==> src/rtl/branch_flow_ctrl_if.sv <==
// Handshake bundle between decode/ALU, fetch and the program-flow controller.
// br_taken_cnt/br_nt_cnt carry live counts only when BRANCH_STATS_EN is defined.
interface branch_flow_ctrl_if #(
  parameter int ADDR_W = 16
);
  logic              stall;
  logic              instr_valid;
  logic [1:0]        br_op;
  logic [2:0]        cond;
  logic [8:0]        br_off;
  logic [ADDR_W-1:0] br_tgt;
  logic [2:0]        flag_we;
  logic [2:0]        alu_nvz;
  logic [ADDR_W-1:0] pc;
  logic              flush;
  logic [2:0]        nvz;
  logic              halted;
  logic              taken;
  logic [15:0]       br_taken_cnt;
  logic [15:0]       br_nt_cnt;

  modport master (
    output stall, instr_valid, br_op, cond, br_off, br_tgt, flag_we, alu_nvz,
    input  pc, flush, nvz, halted, taken, br_taken_cnt, br_nt_cnt
  );

  modport slave (
    input  stall, instr_valid, br_op, cond, br_off, br_tgt, flag_we, alu_nvz,
    output pc, flush, nvz, halted, taken, br_taken_cnt, br_nt_cnt
  );
endinterface

==> src/rtl/branch_flow_ctrl.sv <==
// Program-flow controller: NVZ flags, branch evaluation, fetch PC, flush and halt.
// Optional macro BRANCH_STATS_EN enables saturating taken/not-taken branch counters.
//
// state    | meaning
// ST_RUN   | normal sequencing, instructions may be active
// ST_FLUSH | one unstalled cycle squashing the wrong-path fetch, flush=1
// ST_HALT  | core halted, everything frozen until reset
module branch_flow_ctrl #(
  parameter int                ADDR_W   = 16,
  parameter logic [ADDR_W-1:0] RESET_PC = '0
) (
  input logic              clk,
  input logic              rst_n,
  branch_flow_ctrl_if.slave bus
);

  typedef enum logic [1:0] {
    ST_RUN   = 2'd0,
    ST_FLUSH = 2'd1,
    ST_HALT  = 2'd2
  } state_t;

  localparam logic [1:0] OP_NONE = 2'b00;
  localparam logic [1:0] OP_B    = 2'b01;
  localparam logic [1:0] OP_BR   = 2'b10;
  localparam logic [1:0] OP_HLT  = 2'b11;

  localparam logic [ADDR_W-1:0] PC_STEP = ADDR_W'(2);
  localparam logic [ADDR_W-1:0] ALIGN_MASK = ~ADDR_W'(1);

  state_t            state_q;
  logic [ADDR_W-1:0] pc_q;
  logic [2:0]        nvz_q;
  logic              flush_q;
  logic              halted_q;

  logic              active;
  logic              is_br;
  logic              cond_true;
  logic              br_active;
  logic [ADDR_W-1:0] pc_inc;
  logic [ADDR_W-1:0] off_ext;
  logic [ADDR_W-1:0] b_target;
  logic [ADDR_W-1:0] br_target;

  // Conditions use the registered flags, never the same-cycle ALU result.
  always_comb begin
    cond_true = 1'b0;
    case (bus.cond)
      3'b000:  cond_true = ~nvz_q[0];
      3'b001:  cond_true = nvz_q[0];
      3'b010:  cond_true = ~nvz_q[0] & ~nvz_q[2];
      3'b011:  cond_true = nvz_q[2];
      3'b100:  cond_true = ~nvz_q[2];
      3'b101:  cond_true = nvz_q[2] | nvz_q[0];
      3'b110:  cond_true = nvz_q[1];
      default: cond_true = 1'b1;
    endcase
  end

  assign active    = bus.instr_valid & ~bus.stall & (state_q == ST_RUN);
  assign is_br     = (bus.br_op == OP_B) | (bus.br_op == OP_BR);
  assign br_active = active & is_br;
  assign pc_inc    = pc_q + PC_STEP;
  assign off_ext   = {{(ADDR_W-9){bus.br_off[8]}}, bus.br_off};
  assign b_target  = pc_inc + (off_ext << 1);
  assign br_target = bus.br_tgt & ALIGN_MASK;

  always_ff @(posedge clk or negedge rst_n) begin
    if (!rst_n) begin
      state_q  <= ST_RUN;
      pc_q     <= RESET_PC;
      nvz_q    <= 3'b000;
      flush_q  <= 1'b0;
      halted_q <= 1'b0;
    end else if (!bus.stall) begin
      case (state_q)
        ST_RUN: begin
          if (bus.instr_valid) begin
            case (bus.br_op)
              OP_NONE: begin
                pc_q  <= pc_inc;
                nvz_q <= (nvz_q & ~bus.flag_we) | (bus.alu_nvz & bus.flag_we);
              end
              OP_B, OP_BR: begin
                if (cond_true) begin
                  pc_q    <= (bus.br_op == OP_B) ? b_target : br_target;
                  state_q <= ST_FLUSH;
                  flush_q <= 1'b1;
                end else begin
                  pc_q <= pc_inc;
                end
              end
              OP_HLT: begin
                state_q  <= ST_HALT;
                halted_q <= 1'b1;
              end
              default: ;
            endcase
          end
        end
        ST_FLUSH: begin
          pc_q    <= pc_inc;
          state_q <= ST_RUN;
          flush_q <= 1'b0;
        end
        ST_HALT: ;
        default: begin
          state_q  <= ST_RUN;
          flush_q  <= 1'b0;
          halted_q <= 1'b0;
        end
      endcase
    end
  end

  assign bus.pc     = pc_q;
  assign bus.nvz    = nvz_q;
  assign bus.flush  = flush_q;
  assign bus.halted = halted_q;
  assign bus.taken  = br_active & cond_true;

`ifdef BRANCH_STATS_EN
  logic [15:0] taken_cnt_q;
  logic [15:0] nt_cnt_q;

  always_ff @(posedge clk or negedge rst_n) begin
    if (!rst_n) begin
      taken_cnt_q <= 16'h0000;
      nt_cnt_q    <= 16'h0000;
    end else if (br_active) begin
      if (cond_true) begin
        if (taken_cnt_q != 16'hFFFF) taken_cnt_q <= taken_cnt_q + 16'h0001;
      end else begin
        if (nt_cnt_q != 16'hFFFF) nt_cnt_q <= nt_cnt_q + 16'h0001;
      end
    end
  end

  assign bus.br_taken_cnt = taken_cnt_q;
  assign bus.br_nt_cnt    = nt_cnt_q;
`else
  assign bus.br_taken_cnt = 16'h0000;
  assign bus.br_nt_cnt    = 16'h0000;
`endif

endmodule

==> src/flat_wrapper.sv <==
// flat-port wrapper written by rule: the top's interface ports become plain ports
module branch_flow_ctrl_flat 
#(
  parameter int                ADDR_W   = 16,
  parameter logic [ADDR_W-1:0] RESET_PC = '0
)
  (clk, rst_n, bus_stall, bus_instr_valid, bus_br_op, bus_cond, bus_br_off, bus_br_tgt, bus_flag_we, bus_alu_nvz, bus_pc, bus_flush, bus_nvz, bus_halted, bus_taken, bus_br_taken_cnt, bus_br_nt_cnt);
  branch_flow_ctrl_if #(.ADDR_W(ADDR_W)) bus_i ();
  input logic clk;
  input logic rst_n;
  input wire logic [$bits(bus_i.stall)-1:0] bus_stall;
  input wire logic [$bits(bus_i.instr_valid)-1:0] bus_instr_valid;
  input wire logic [$bits(bus_i.br_op)-1:0] bus_br_op;
  input wire logic [$bits(bus_i.cond)-1:0] bus_cond;
  input wire logic [$bits(bus_i.br_off)-1:0] bus_br_off;
  input wire logic [$bits(bus_i.br_tgt)-1:0] bus_br_tgt;
  input wire logic [$bits(bus_i.flag_we)-1:0] bus_flag_we;
  input wire logic [$bits(bus_i.alu_nvz)-1:0] bus_alu_nvz;
  output wire logic [$bits(bus_i.pc)-1:0] bus_pc;
  output wire logic [$bits(bus_i.flush)-1:0] bus_flush;
  output wire logic [$bits(bus_i.nvz)-1:0] bus_nvz;
  output wire logic [$bits(bus_i.halted)-1:0] bus_halted;
  output wire logic [$bits(bus_i.taken)-1:0] bus_taken;
  output wire logic [$bits(bus_i.br_taken_cnt)-1:0] bus_br_taken_cnt;
  output wire logic [$bits(bus_i.br_nt_cnt)-1:0] bus_br_nt_cnt;
  assign bus_i.stall = bus_stall;
  assign bus_i.instr_valid = bus_instr_valid;
  assign bus_i.br_op = bus_br_op;
  assign bus_i.cond = bus_cond;
  assign bus_i.br_off = bus_br_off;
  assign bus_i.br_tgt = bus_br_tgt;
  assign bus_i.flag_we = bus_flag_we;
  assign bus_i.alu_nvz = bus_alu_nvz;
  assign bus_pc = bus_i.pc;
  assign bus_flush = bus_i.flush;
  assign bus_nvz = bus_i.nvz;
  assign bus_halted = bus_i.halted;
  assign bus_taken = bus_i.taken;
  assign bus_br_taken_cnt = bus_i.br_taken_cnt;
  assign bus_br_nt_cnt = bus_i.br_nt_cnt;
  branch_flow_ctrl #(.ADDR_W(ADDR_W), .RESET_PC(RESET_PC)) u_core (.clk(clk), .rst_n(rst_n), .bus(bus_i));
endmodule
==> config.mk <==
export PLATFORM = sky130hd
export DESIGN_NAME = branch_flow_ctrl_flat
export DESIGN_NICKNAME = d
export VERILOG_FILES = /design/src/rtl/branch_flow_ctrl_if.sv /design/src/rtl/branch_flow_ctrl.sv /design/src/flat_wrapper.sv
export SDC_FILE = /design/constraint.sdc
export NUM_CORES = 1
export LEC_CHECK = 0
export ABC_AREA = 1
export CORE_UTILIZATION = 45
export DETAILED_ROUTE_END_ITERATION = 8
export PLACE_DENSITY = 0.78
export RECOVER_POWER = 100
export SLEW_MARGIN = 20
export SYNTH_ARGS = -nofsm -noshare
export SYNTH_HDL_FRONTEND = slang
export SYNTH_SLANG_ARGS = --single-unit
export TNS_END_PERCENT = 5
==> constraint.sdc <==
create_clock -name clk -period 4.8 [get_ports clk]
set_clock_uncertainty 0.15 [all_clocks]
set_input_delay 1.2 -clock clk [delete_from_list [all_inputs] [get_ports clk]]
set_output_delay 1.2 -clock clk [all_outputs]
set_load 0.02 [all_outputs]
=== After elaboration in Yosys (flattened, before gate mapping) ===
Cells that the tools add are included.

* Reduce and logical (&&, ||, !) cells: 11
* Mux-type cells: 17
* $add $sub $neg: 2
* Equality and inequality tests: 18
* Bitwise gates (word level): 16

{| class="wikitable"
|+ Operators with widths
! operator !! count
|-
| 16-bit one-hot mux with 2 select lines || 2
|-
| 16-bit 2-to-1 mux || 3
|-
| 16-bit adder || 1
|-
| 16-bit by 2-bit adder with 16-bit output, second input constant || 1
|-
| 4-bit AND reduction || 3
|-
| 5-bit AND reduction || 2
|-
| 3-bit equality test, second input constant || 3
|-
| 2-bit one-hot mux with 2 select lines || 2
|-
| 1-bit one-hot mux with 7 select lines || 1
|-
| 3-bit AND || 2
|-
| 2-bit equality test, second input constant || 3
|-
| 3-bit by 2-bit equality test with 1-bit output, second input constant || 2
|-
| 2-bit != test, second input constant || 3
|-
| 3-bit != test, second input constant || 2
|-
| 1-bit AND || 5
|-
| 1-bit 2-to-1 mux || 5
|-
| 1-bit NOT || 5
|-
| 2-bit by 1-bit equality test with 1-bit output, second input constant || 2
|-
| 2-bit zero test || 2
|-
| 2-bit 2-to-1 mux || 2
|-
| 1-bit one-hot mux with 2 select lines || 2
|-
| 2-bit OR reduction || 2
|-
| 3-bit by 1-bit equality test with 1-bit output, second input constant || 1
|-
| 3-bit zero test || 1
|-
| 6 further kinds || 7
|}

* Logic and storage cells: 69
* Register bits: 23

=== Depth between registers and ports, before layout ===
Gate-level depths: netlist of the first run.

* Depth after elaboration: 7
* Depth in mapped cells: 18
* Depth with buffers taken out: 18

=== Least setup slack after synthesis of the first run ===
No wires, ideal clock.

* Path type: input port to output port
* From: in bus_br_op[1]
* To: out bus_taken
* Slack: 1.496 ns
* Arrival: 1.954 ns
* Required time: 3.450 ns
* Cell stages on the path: 4
* Path through: inv_1 ha_1 nand3_2 nor2_1

* Word-level cells in the longest chain between the ends: 4
* Elaborated cells between the ends (all ways): 5
* Classes of those cells: eq/ne (2); bitwise (3)

{| class="wikitable"
|+ RTL lines
! element !! RTL line !! source
|-
| start, declared || flat_wrapper.sv:13 || <nowiki>input wire logic [$bits(bus_i.br_op)-1:0] bus_br_op;</nowiki>
|-
| 2-bit by 1-bit equality test with 1-bit output or 2-bit equality test (tied branches) || branch_flow_ctrl.sv:62 || <nowiki>assign is_br = (bus.br_op == OP_B) | (bus.br_op == OP_BR);</nowiki>
|-
| 1-bit OR * || branch_flow_ctrl.sv:62 ||
|-
| 1-bit AND * || branch_flow_ctrl.sv:63 || <nowiki>assign br_active = active & is_br;</nowiki>
|-
| 1-bit AND * || branch_flow_ctrl.sv:121 || <nowiki>assign bus.taken = br_active & cond_true;</nowiki>
|-
| end, declared || flat_wrapper.sv:23 || <nowiki>output wire logic [$bits(bus_i.taken)-1:0] bus_taken;</nowiki>
|}

Every way passes the cells marked *; elsewhere a longest branch is shown, timed or not.

=== Worst setup path after layout of the first run ===
* From: in bus_br_op[0]
* To: out bus_taken

The elaborated chain is that of the path after synthesis.

==> impl_summary.log, run 1 <==
INFO  metric wl = roughly 6600 microns
INFO  metric max_cap_viol_count = 0
INFO  metric core_area = 5990 sq um
INFO  metric slew_headroom = 0.389
INFO  metric finalSetupTns = 0 ns
INFO  metric drt-wirelength-per-cell = about 11 microns
INFO  metric timing_hold_violations_final = 0
INFO  metric post_synth_num_cell_types = 37
INFO  metric clockRootBuffer = sky130_fd_sc_hd__clkbuf_8
INFO  metric die-area = around 6600 sq um
INFO  metric critical_path_required = ~3.5 ns
INFO  metric antennaDiodeCount = 0
INFO  metric die-width = between 80 and 90 microns
INFO  metric remaining_drc_errors = 0
INFO  metric timing.final.crit_period = around 4.5 ns
INFO  metric ys.warnings.count = 0
INFO  metric clk_transition_reported_paths = approximately 0.070 ns
INFO  metric placement.io_buffers = 59
INFO  metric place.detailed.hpwl = between 5000 and 6000 microns
INFO  metric post_cts_setup_buffer_count = 0
INFO  metric yosys.cell_count.top_type = sky130_fd_sc_hd__nand2_1
INFO  metric power-per-cell-area = roughly 540 nW/um^2
INFO  metric synth.ff_latch_count = 22
INFO  metric timing_worst_slew_pin_value = 0.913 ns
INFO  metric grt_pass1_vias = ~2,600
INFO  metric worst_setup_path_end_kind = output port
INFO  metric synth_top_area_share = 0.196
INFO  metric grt_setup_unrepaired = false
INFO  metric result_of_the_run = finished clean
INFO  metric buffer_depth_of_the_longest_clock_path = 2
INFO  metric final_min_period_over_clock_period = 0.927
INFO  metric dominantRegCellSynth = sky130_fd_sc_hd__dfrtp_1
INFO  metric grt_remaining_overflow = 0
INFO  metric post-synth-top-area-cell = sky130_fd_sc_hd__dfrtp_1
INFO  metric die_height = 81.1 microns
INFO  metric achievable-frequency = roughly 220 MHz
INFO  metric firstDrtPassIters = 4
INFO  metric fin_area = between 3000 and 4000 sq um
INFO  metric total_power = 1.83 mW
INFO  metric place_congestion = around 0.88
INFO  metric row_count = 28
INFO  metric worst_ir_drop_vdd = about 0.34 mV
INFO  metric grt_max_degree = 23
INFO  metric synthArstFlopShare = 1.00
INFO  metric synth.top_cells.by_area = sky130_fd_sc_hd__dfrtp_1 (20%), sky130_fd_sc_hd__nand2_1 (17%), sky130_fd_sc_hd__ha_1 (12%)
INFO  metric global_route.usage.total = 0.210
INFO  metric worst_skew_pair.late_latency = 0.25 ns
INFO  metric tritoncts_clock_tree = yes
INFO  metric ys_seq_area_frac = 0.196
INFO  metric flow.area_growth_from_synthesis = 19.8%
INFO  metric clock-sinks = 22
INFO  metric worst_hold_path_type = flip-flop to flip-flop
INFO  metric layout-drive-gt1-share = 0.0302
INFO  metric finalMaxSlewViolations = 0
INFO  metric critical_path_arrival = about 3.1 ns
INFO  metric placedInstanceArea = 3340 sq um
INFO  metric wire_length_of_the_first_global_routing_pass = 10,900 microns
INFO  metric final-setup-viol-count = 0
INFO  metric dr_total_vias = about 2,800
INFO  metric ant_nets = 0
INFO  metric syn_inst = about 440
INFO  metric number_of_enable_flip_flop_cells_after_synthesis = 0
INFO  metric design.portCount = 94
INFO  metric drt-initial-drc-count = about 130
INFO  metric synthesis.area_per_instance = around 6.4 sq um
INFO  metric number_of_antenna_violations_at_the_first_check_in_global_routing = 0
INFO  metric leakage = about 1.7 nW
INFO  metric critPathLaunchType = input port
INFO  metric start_util = 0.470
INFO  metric post_cts_resize_count = 0
INFO  metric ctsHtreeMaxLevel = 1
INFO  metric cts.hold.buffers_added = 0
INFO  metric synthTopCellsByCount = sky130_fd_sc_hd__nand2_1 (124), sky130_fd_sc_hd__inv_1 (49), sky130_fd_sc_hd__buf_4 (34), sky130_fd_sc_hd__nor2_1 (34), sky130_fd_sc_hd__a21oi_1 (32)
INFO  metric worstPathMaxFanout = 4
INFO  metric holdWs = around 0.34 ns
INFO  metric tritoncts.num_buffers = 3
INFO  metric syn-cell-area = roughly 2800 sq um
INFO  metric vias_per_cell = 4.85
INFO  metric setup.worst_path.class = input port to output port
INFO  metric nets = approximately 570
[metal layers]
metal / up-vias / track usage / wire length (microns)
met5: - / 0 / 0
met4: 0 / 0.0518 / 76
met1: 1199 / 0.260 / 2930
met3: 8 / 0.0337 / 465
li1: 1475 / - / -
met2: 90 / 0.376 / 3090
[logic make-up after synthesis]
group                    share of synthesized area
buffers and inverters                        0.173
AO/OA/AOI/OAI                                0.138
other                                      0.00133
XOR/XNOR                                    0.0280
AND/OR/NAND/NOR                              0.332
flip-flops                                   0.196
multiplexers                               0.00400
adder cells (fa/ha/maj)                      0.127
[layout make-up]
type	count	area [sq um]
clock buffer	3	41.3
fill	587	2620
inverter	54	203
multi-input combinational	358	1890
sequential	22	551
tap	75	93.8
timing repair buffer	60	594
[where the power goes]
part	leakage [nW]	internal, mW	switching, mW	total, mW
combinational	1.44	0.511	0.850	1.36
sequential	0.264	0.275	0.0943	0.369
clock	0.0216	0.0557	0.0496	0.105
[state kept, by name, indices dropped and copies added (netlist names)]
register,flops
u_core.bus.halted,1
u_core.state_q,2
u_core.bus.pc,15
u_core.bus.nvz,3
u_core.bus.flush,1
[placed cells by master, fill, tap and decap left out, types with 2 or more instances in the layout]
cell type	Yosys	layout
sky130_fd_sc_hd__nand2_1	124	124
sky130_fd_sc_hd__inv_1	49	49
sky130_fd_sc_hd__clkdlybuf4s50_1	0	36
sky130_fd_sc_hd__nor2_1	34	35
sky130_fd_sc_hd__conb_1	1	33
sky130_fd_sc_hd__a21oi_1	32	32
sky130_fd_sc_hd__nand3_1	30	31
sky130_fd_sc_hd__ha_1	27	27
sky130_fd_sc_hd__dlygate4sd3_1	0	23
sky130_fd_sc_hd__o21ai_0	17	22
sky130_fd_sc_hd__dfrtp_1	22	22
sky130_fd_sc_hd__xor2_1	7	7
sky130_fd_sc_hd__o21ai_1	12	7
sky130_fd_sc_hd__nand4_1	5	5
sky130_fd_sc_hd__o21bai_1	5	5
sky130_fd_sc_hd__nand3b_1	5	5
sky130_fd_sc_hd__inv_2	4	4
sky130_fd_sc_hd__or2_1	4	4
sky130_fd_sc_hd__nor3_1	3	3
sky130_fd_sc_hd__clkbuf_8	0	3
sky130_fd_sc_hd__xnor2_1	2	2
sky130_fd_sc_hd__nand3_2	3	2
sky130_fd_sc_hd__o211ai_1	2	2
[worst paths after layout]
kind	from	end	slack [ns]	cells past startpoint
hold reg to reg	u_core.bus.halted	u_core.bus.halted	0.34	2
setup reg to reg	u_core.bus.pc[3]	u_core.bus.pc[15]	1.73	17
max in group asynchronous	rst_n	u_core.bus.pc[6]	2.57	1
min in group asynchronous	rst_n	u_core.bus.halted	1.37	1
setup / recovery	bus_br_op[0]	bus_taken	0.35	6
hold / removal	u_core.bus.halted	u_core.bus.halted	0.34	2
[through the flow]
step | setup WS (ns) | utilization | instances
after floorplan | 1.50 | - | 473
after global placement | 0.480 | 0.558 | 569
after detailed placement | 0.461 | 0.558 | 569
after CTS | 0.449 | 0.565 | 572
after global routing | 0.211 | 0.563 | 572
final | 0.348 | 0.563 | 572
[worst max-delay path, stage by stage]
cell and delay, ns:
sky130_fd_sc_hd__dlygate4sd3_1 0.61, sky130_fd_sc_hd__inv_1 0.08, sky130_fd_sc_hd__ha_1 0.30, sky130_fd_sc_hd__nand3_1 0.17, sky130_fd_sc_hd__nor2_1 0.13, sky130_fd_sc_hd__clkdlybuf4s50_1 0.61
Power figures use the tool's default switching activity.
==> inputs of run 2 (changes only) <==
--- a/config.mk
+++ b/config.mk
@@ -6,7 +6,7 @@
 export NUM_CORES = 1
 export LEC_CHECK = 0
 export ABC_AREA = 1
-export CORE_UTILIZATION = 45
+export CORE_UTILIZATION = 43
 export DETAILED_ROUTE_END_ITERATION = 8
 export PLACE_DENSITY = 0.78
 export RECOVER_POWER = 100
==> constraint.sdc (replaced) <==
create_clock -name clk -period 4.04 [get_ports clk]
set_clock_uncertainty 0.15 [all_clocks]
set_input_delay 1.01 -clock clk [delete_from_list [all_inputs] [get_ports clk]]
set_output_delay 1.01 -clock clk [all_outputs]
set_load 0.02 [all_outputs]
==> run 2 against run 1 <==
  * Sequential share of layout area fell by 0.14 points
  * Cell area rose by 0.89%
  * Count of clock-buffer cells in the layout rose by 1
  * Register-to-register slack got worse by 0.79 ns
  * Clock power rose by 48%
  * Combinational power rose by 21%
  * Sequential power rose by 18%
  * Final cell count rose by 1.0%
  * Critical path depth did not move
  * Critical path type unchanged
  * Critical endpoint unchanged
  * Largest cell class unchanged
  * Highest routed layer unchanged
==> impl_summary.log, run 2 (same netlist as run 1, synthesis figures left out) <==
INFO  metric leakage = roughly 1.7 nW
INFO  metric slew_headroom = 0.227
INFO  metric timing_hold_violations_final = 0
INFO  metric die-area = ~6900 sq um
INFO  metric cts.hold.buffers_added = 0
INFO  metric timing.final.crit_period = approximately 3.9 ns
INFO  metric grt_setup_unrepaired = false
INFO  metric place_ws = ~0.12 ns
INFO  metric clk_transition_reported_paths = roughly 0.07 ns
INFO  metric worst_case_register_to_register_setup_slack = about 0.94 ns
INFO  metric worstPathMaxFanout = 4
INFO  metric dr_total_vias = just under 3,000
INFO  metric result_of_the_run = finished clean
INFO  metric power-per-cell-area = between 600 and 700 nW/um^2
INFO  metric post_cts_setup_buffer_count = 0
INFO  metric die-width = around 83 microns
INFO  metric vias_per_cell = around 5
INFO  metric antennaDiodeCount = 0
INFO  metric tritoncts_clock_tree = yes
INFO  metric clock-sinks = 22
INFO  metric finalSetupTns = 0 ns
INFO  metric final_min_period_over_clock_period = 0.969
INFO  metric remaining_drc_errors = 0
INFO  metric place.detailed.hpwl = roughly 5800 microns
INFO  metric firstDrtPassIters = 4
INFO  metric final-setup-viol-count = 0
INFO  metric drt-initial-drc-count = 85
INFO  metric tritoncts.num_buffers = 3
INFO  metric core_area = 6310 sq um
INFO  metric clockRootBuffer = sky130_fd_sc_hd__clkbuf_8
INFO  metric worst_skew_pair.late_latency = approximately 0.26 ns
INFO  metric global_route.usage.total = 0.202
INFO  metric largest_reg_flops = 15
INFO  metric wire_length_of_the_first_global_routing_pass = roughly 12,000 microns
INFO  metric nets = 570
INFO  metric grt_remaining_overflow = 0
INFO  metric post-route-worst-setup-slack = 0.123 ns
INFO  metric drt-wirelength-per-cell = around 12 microns
INFO  metric post_cts_resize_count = 0
INFO  metric critPathLaunchType = input port
INFO  metric setup.worst_path.class = input port to output port
INFO  metric number_of_antenna_violations_at_the_first_check_in_global_routing = 0
INFO  metric timing_worst_slew_pin_value = between 1 and 1.5 ns
INFO  metric grt_pass1_vias = approximately 2,800
INFO  metric final_common_cell = sky130_fd_sc_hd__nand2_1
INFO  metric worst_hold_path_type = flip-flop to flip-flop
INFO  metric grt_max_degree = 23
INFO  metric row_count = 29
INFO  metric layout-drive-gt1-share = 0.0339
INFO  metric worst_ir_drop_vdd = between 0.3 and 0.4 mV
INFO  metric buffer_depth_of_the_longest_clock_path = 2
INFO  metric leading_cell_types_in_the_layout_fill_and_taps_excluded = sky130_fd_sc_hd__nand2_1 (125), sky130_fd_sc_hd__inv_1 (49), sky130_fd_sc_hd__clkdlybuf4s50_1 (37), sky130_fd_sc_hd__nor2_1 (35), sky130_fd_sc_hd__conb_1 (33)
INFO  metric wl = 6910 microns
INFO  metric ctsHtreeMaxLevel = 1
INFO  metric ant_nets = 0
INFO  metric finalMaxSlewViolations = 0
INFO  metric achievable-frequency = 255 MHz
INFO  metric critical_path_arrival = between 2 and 3 ns
INFO  metric worst_setup_path_end_kind = output port
INFO  metric start_util = 0.446
INFO  metric design.portCount = 94
INFO  metric place_congestion = between 0.8 and 0.9
INFO  metric placement.io_buffers = ~60
INFO  metric fin_area = 3400 sq um
INFO  metric critical_path_required = ~2.9 ns
INFO  metric placedInstanceArea = 3370 sq um
INFO  metric die_height = 82.9 microns
INFO  metric max_cap_viol_count = 0
INFO  metric flow.area_growth_from_synthesis = 20.9%
## run 2: metal layers
layer / wire [microns] / track usage / up-vias
li1: - / - / 1472
met1: 2910 / 0.231 / 1296
met2: 3350 / 0.376 / 100
met3: 481 / 0.0348 / 18
met4: 163 / 0.0690 / 0
met5: 0 / 0 / -
## run 2: layout make-up
type | instances | area (sq um)
Sequential cell | 22 | 551
Tap cell | 77 | 96.3
Multi-Input combinational cell | 358 | 1890
Fill cell | 631 | 2910
Timing Repair Buffer | 63 | 611
Clock buffer | 4 | 55.1
Inverter | 54 | 203
## run 2: report_power, final
group | switching [mW] | total, mW | internal (mW)
clock network | 0.0683 | 0.155 | 0.0868
registers | 0.110 | 0.436 | 0.326
logic | 1.04 | 1.65 | 0.614
total | 1.22 | 2.24 | 1.03
## run 2: metrics by stage
| step | cells | utilization | hold WS (ns) | power [mW] |
|---|---|---|---|---|
| 2_1_floorplan | 473 | - | 0.328 | 1.63 |
| 3_3_place_gp | 574 | 0.533 | 0.326 | 2.07 |
| 3_5_place_dp | 574 | 0.533 | 0.332 | 2.12 |
| 4_1_cts | 578 | 0.542 | 0.355 | 2.29 |
| 5_1_grt | 578 | 0.539 | 0.396 | 2.48 |
| 6_report | 578 | 0.539 | 0.346 | 2.24 |
## run 2: path summary, 6_finish.rpt
path | endpoint | from | cells after the start
setup / recovery | bus_taken | bus_br_op[0] | 6
hold / removal | u_core.bus.halted | u_core.bus.halted | 2
setup reg to reg | u_core.bus.pc[15] | u_core.bus.pc[3] | 17
hold reg to reg | u_core.bus.halted | u_core.bus.halted | 2
max in group asynchronous | u_core.bus.pc[2] | rst_n | 1
min in group asynchronous | u_core.bus.nvz[1] | rst_n | 1
## run 2: critical path: stages
cell and delay [ns]:
sky130_fd_sc_hd__clkdlybuf4s50_1 0.54, sky130_fd_sc_hd__inv_1 0.09, sky130_fd_sc_hd__ha_1 0.31, sky130_fd_sc_hd__nand3_1 0.10
sky130_fd_sc_hd__nor2_1 0.09, sky130_fd_sc_hd__clkdlybuf4s50_1 0.61
==> RTL edit 1 (config.mk and constraints of run 2) <==
`ADDR_W` is set to 16 in 3 places; all go to 14.
--- a/src/rtl/branch_flow_ctrl_if.sv
+++ b/src/rtl/branch_flow_ctrl_if.sv
@@ -3,3 +3,3 @@
 interface branch_flow_ctrl_if #(
-  parameter int ADDR_W = 16
+  parameter int ADDR_W = 14
 );
--- a/src/rtl/branch_flow_ctrl.sv
+++ b/src/rtl/branch_flow_ctrl.sv
@@ -8,3 +8,3 @@
 module branch_flow_ctrl #(
-  parameter int                ADDR_W   = 16,
+  parameter int                ADDR_W   = 14,
   parameter logic [ADDR_W-1:0] RESET_PC = '0
--- a/src/flat_wrapper.sv
+++ b/src/flat_wrapper.sv
@@ -3,3 +3,3 @@
 #(
-  parameter int                ADDR_W   = 16,
+  parameter int                ADDR_W   = 14,
   parameter logic [ADDR_W-1:0] RESET_PC = '0
Ports: changed (resized bus_br_tgt and bus_pc); port bits go from 94 to 90. The function was not compared with the original's and may differ.
==> RTL edit 1 against run 2 <==
  * First-iteration DRC count rose by 46%
  * Synthesized area is 11% lower
  * Register-to-register slack better by 410 ps
  * Total power decreased by 14%
  * Routed wire length shrank 17%
  * Sequential cell count is 2 lower
  * Final area fell by 11%
  * Worst setup slack better by 4.2 ps
  * Largest power group unchanged
  * Highest routed layer unchanged
==> RTL edit 1: results (changes against run 2) <==
INFO  metric status = complete, no violations (unchanged)
INFO  metric placed_cells_incl_taps = 500 (was 574)
INFO  metric port_buffers = 55 (was 59)
INFO  metric postCtsResizedCells = 0 (unchanged)
INFO  metric cts_buffers = 3 (unchanged)
INFO  metric synth_commonest_cells = nand2_1, inv_1, nor2_1 (was nand2_1, inv_1, buf_4, nor2_1, a21oi_1)
INFO  metric cts.htree.levels = 1 (unchanged)
INFO  metric ctsRootBufferMaster = clkbuf_8 (unchanged)
INFO  metric worst_setup_hold_path_clk_slew = 70 ps (about the same)
INFO  metric crit_arrival = 2750 ps (was 2760 ps)
INFO  metric max-slew-margin-rel = 37.10% (was 22.69%)
INFO  metric async_flop_share = 100.0% (unchanged)
INFO  metric globalRouteOverflowTotal = 0 (unchanged)
INFO  metric place.detailed.hpwl = 4.619 mm (was 5.814 mm)
INFO  metric timing.critical_path.from = bus_br_op[0] (unchanged)
INFO  metric clock_insertion_delay_worst_skew = 260 ps (about the same)
INFO  metric synth_area_per_cell = 6.624 um^2 (was 6.378 um^2)
INFO  metric post_synth_num_cell_types = 35 (was 37)
INFO  metric finalCriticalPeriod = 3912 ps (was 3917 ps)
INFO  metric max-vdd-ir-drop = 0.3470 mV (was 0.3949 mV)
INFO  metric groute.usage.overall = 19.34% (was 20.22%)
INFO  metric via_count_of_the_first_global_routing_pass = 2,223 (was 2,772)
INFO  metric yosysSeqAreaShare = 20.04% (was 19.57%)
INFO  metric via_per_inst = 4.839 (was 4.993)
INFO  metric drive_gt1_share = 5.568% (was 3.393%)
INFO  metric grt_pass1_wl = 9.494 mm (was 11.63 mm)
INFO  metric drt_pass1_iterations = 4 (unchanged)
INFO  metric antenna_found_initial = 0 (unchanged)
INFO  metric cts.path.max_buffers = 2 (unchanged)
INFO  metric yosys_warning_count = 0 (unchanged)
INFO  metric n_antenna_cell = 0 (unchanged)
INFO  metric hold_path.class = register to register (unchanged)
INFO  metric wire_per_inst = 11.34 um (was 11.96 um)
INFO  metric rr_startpoint = u_core.bus.pc[1] (was u_core.bus.pc[3])
INFO  metric largest_register_ff_count = 13 (was 15)
INFO  metric routed-via-count = 2,434 (was 2,886)
INFO  metric drtIter0Drc = 124 (was 85)
INFO  metric post-cts-setup-buffer-count = 0 (unchanged)
INFO  metric synth_top_cells_by_area = dfrtp_1, nand2_1, ha_1 (unchanged)
INFO  metric static-leakage-power = 1.523 nW (was 1.737 nW)
INFO  metric start_point_of_the_worst_min_delay_path = u_core.bus.halted (unchanged)
INFO  metric finalWeightedCongestion = 0.9171 (was 0.8420)
INFO  metric grt_start_max_net_pins = 21 (was 23)
INFO  metric cp_max_fo = 4 (unchanged)
-- RTL edit 1: metrics by stage --
stage / worst slack, ps / cell area (um^2) / power (mW) / hold slack [ps] / util (%)
detailed placement: 139.0 / 2997 / 1.829 / 329.2 / 54.09
floorplan: 1092 / 2618 / 1.429 / 328.2 / -
CTS: 123.9 / 3038 / 1.971 / 347.0 / 54.83
global route: 69.56 / 3019 / 2.138 / 377.2 / 54.49
global placement: 157.6 / 2997 / 1.802 / 327.9 / 54.09
finish: 127.6 / 3019 / 1.926 / 332.5 / 54.49
-- RTL edit 1: worst max-delay path: stages --
cell and delay [ps]:
clkdlybuf4s50_1 540, inv_1 80, ha_1 310, nand3_1 100, nor2_1 100, clkdlybuf4s50_1 610
-- RTL edit 1: cell type report --
type	instances	area, um^2
sequential	20	500.5
multi-input combinational	308	1664
inverter	43	161.4
clock buffer	3	41.29
fill	570	2521
tap	72	90.09
timing repair buffer	57	561.8
-- RTL edit 1: kinds of logic (layout without fill, tap and decap cells) --
logic type | count (synthesis) | after routing | share of synthesized area, %
buffers and inverters | 81 | 103 | 17.54
other | 1 | 33 | 0.1502
and+or+nand+nor | 181 | 181 | 32.26
DFF | 20 | 20 | 20.04
adders and majority gates | 24 | 24 | 12.32
AOI/OAI and AO/OA | 56 | 56 | 12.37
xor gates and xnor gates | 13 | 13 | 4.860
muxes | 1 | 1 | 0.4509
-- RTL edit 1: path summary, 6_finish.rpt --
kind,to,slack (ps),cells after the start
setup / recovery,bus_taken,130,6
hold / removal,u_core.bus.halted,330,2
setup reg to reg,u_core.bus.pc[12],1350,13
hold reg to reg,u_core.bus.halted,330,2
max in group asynchronous,u_core.bus.pc[3],1980,1
min in group asynchronous,u_core.state_q[1],1180,1
-- RTL edit 1: layer usage --
| metal | up-vias | share of wire [%] | GRT usage (%) |
|---|---|---|---|
| met5 | - | 0 | 0 |
| met1 | 1073 | 45 | 23.89 |
| met2 | 90 | 47 | 33.95 |
| met3 | 7 | 7.6 | 4.651 |
| li1 | 1264 | - | - |
| met4 | 0 | 1.0 | 4.074 |
-- RTL edit 1: power by group --
part           total [mW]  switching (mW)  internal, mW
sequential          0.413           0.116         0.296
combinational        1.38           0.848         0.533
clock               0.132          0.0657        0.0665
==> RTL edit 2 (config.mk and constraints of run 2) <==
Without the edit above. The 3 states of `state_t` get a one-hot encoding in 3 bits.
--- a/src/rtl/branch_flow_ctrl.sv
+++ b/src/rtl/branch_flow_ctrl.sv
@@ -16,6 +16,6 @@
 
-  typedef enum logic [1:0] {
-    ST_RUN   = 2'd0,
-    ST_FLUSH = 2'd1,
-    ST_HALT  = 2'd2
+  typedef enum logic [2:0] {
+    ST_RUN   = 3'b001,
+    ST_FLUSH = 3'b010,
+    ST_HALT  = 3'b100
   } state_t;
Behaviour: same outputs for any inputs over 4 cycles, from zero or initial values and one cycle with rst_n low; so few cycles prove little.
==> RTL edit 2 against run 2 <==
  * Worst setup slack improved by 260 ps
  * Routed wire length fell by 4.3%
  * Total power grew 1.5%
  * Count of clock-buffer cells in the layout is the same
  * Synthesized area increased by 2.0%
  * Clock power is 10% lower
  * Sequential cell count up 1
  * Final area rose by 0.48%
  * Highest routed layer unchanged
==> RTL edit 2: results (changes against run 2) <==
INFO  metric grt_util_met1 = 24.14% (was 23.10%)
INFO  metric floorplan.die.width = 83.67 um (was 82.88 um)
INFO  metric status = complete, no violations (unchanged)
INFO  metric reg2reg_to = u_core.bus.pc[10] (was u_core.bus.pc[15])
INFO  metric xor_xnor_cell_area_share_of_the_yosys_netlist = 3.665% (was 2.802%)
INFO  metric max-vdd-ir-drop = 0.4045 mV (was 0.3949 mV)
INFO  metric place.detailed.hpwl = 5.561 mm (was 5.814 mm)
INFO  metric drtIter0Drc = 116 (was 85)
INFO  metric layout.area.seq = 576.8 um^2 (was 550.5 um^2)
INFO  metric via_per_inst = 4.821 (was 4.993)
INFO  metric dpl_cell_area = 0.003397 mm^2 (was 0.003366 mm^2)
INFO  metric layout.clock.cell_area_share = 1.318% (was 1.619%)
INFO  metric comb.multi_input.count = 359 (was 358)
INFO  metric drive_gt1_share = 6.548% (was 3.393%)
INFO  metric reg2reg_slack = 990 ps (was 940 ps)
INFO  metric signal_buffer_area_fraction = 17.80% (was 17.95%)
INFO  metric crit_arrival = 2490 ps (was 2760 ps)
INFO  metric groute.usage.overall = 19.27% (was 20.22%)
INFO  metric powerClk = 0.139 mW (was 0.155 mW)
INFO  metric m1_wl = 2.945 mm (was 2.912 mm)
INFO  metric p_sw_share = 54.13% (was 54.27%)
INFO  metric timing.critical_path.from = bus_br_op[1] (was bus_br_op[0])
INFO  metric multi_input_area_share = 55.14% (was 55.45%)
INFO  metric sequential_power_share = 20.6% (was 19.4%)
INFO  metric synth_top_cells_by_area = dfrtp_1, nand2_1, ha_1 (unchanged)
INFO  metric flip_flop_and_latch_count = 23 (was 22)
INFO  metric synth_commonest_cells = nand2_1, inv_1, nor2_1 (was nand2_1, inv_1, buf_4, nor2_1, a21oi_1)
INFO  metric reg2regPathDepth = 14 (was 17)
INFO  metric synth_area_per_cell = 6.444 um^2 (was 6.378 um^2)
INFO  metric via_count_of_the_first_global_routing_pass = 2,628 (was 2,772)
INFO  metric area_overhead_vs_synth = 19.15% (was 20.91%)
INFO  metric nNonClkInverters = 55 (was 54)
INFO  metric placed_cells_incl_taps = 577 (was 574)
INFO  metric finalWeightedCongestion = 0.8475 (was 0.8420)
INFO  metric post_synth_num_cell_types = 36 (was 37)
INFO  metric synth_area_in_compound_gates = 13.53% (was 13.83%)
-- RTL edit 2: changes by cell type after synthesis, sizes merged, moves of 3 or more --
cell	delta
nand2	-3
nor2	+13
o21ai	-7
o21bai	-3
a21oi	+8
ha	-3
-- RTL edit 2: how the worst min path moves through the flow --
stage	start	endpoint	slack, ps	depth (start not counted)
after global placement	u_core.bus.halted	u_core.bus.halted	330	2
final	u_core.bus.halted	u_core.bus.halted	350	2
after CTS	u_core.bus.halted	u_core.bus.halted	360	2
after global routing	u_core.bus.halted	u_core.bus.halted	410	2
after floorplan	u_core.state_q[0]	u_core.state_q[0]	390	2
after detailed placement	u_core.bus.halted	u_core.bus.halted	330	2
-- RTL edit 2: worst max-delay path, stage by stage --
cell           delay (ps)
dlygate4sd3_1         550
inv_1                  60
ha_1                  300
inv_1                  60
nor4_1                250
clkbuf_1              260
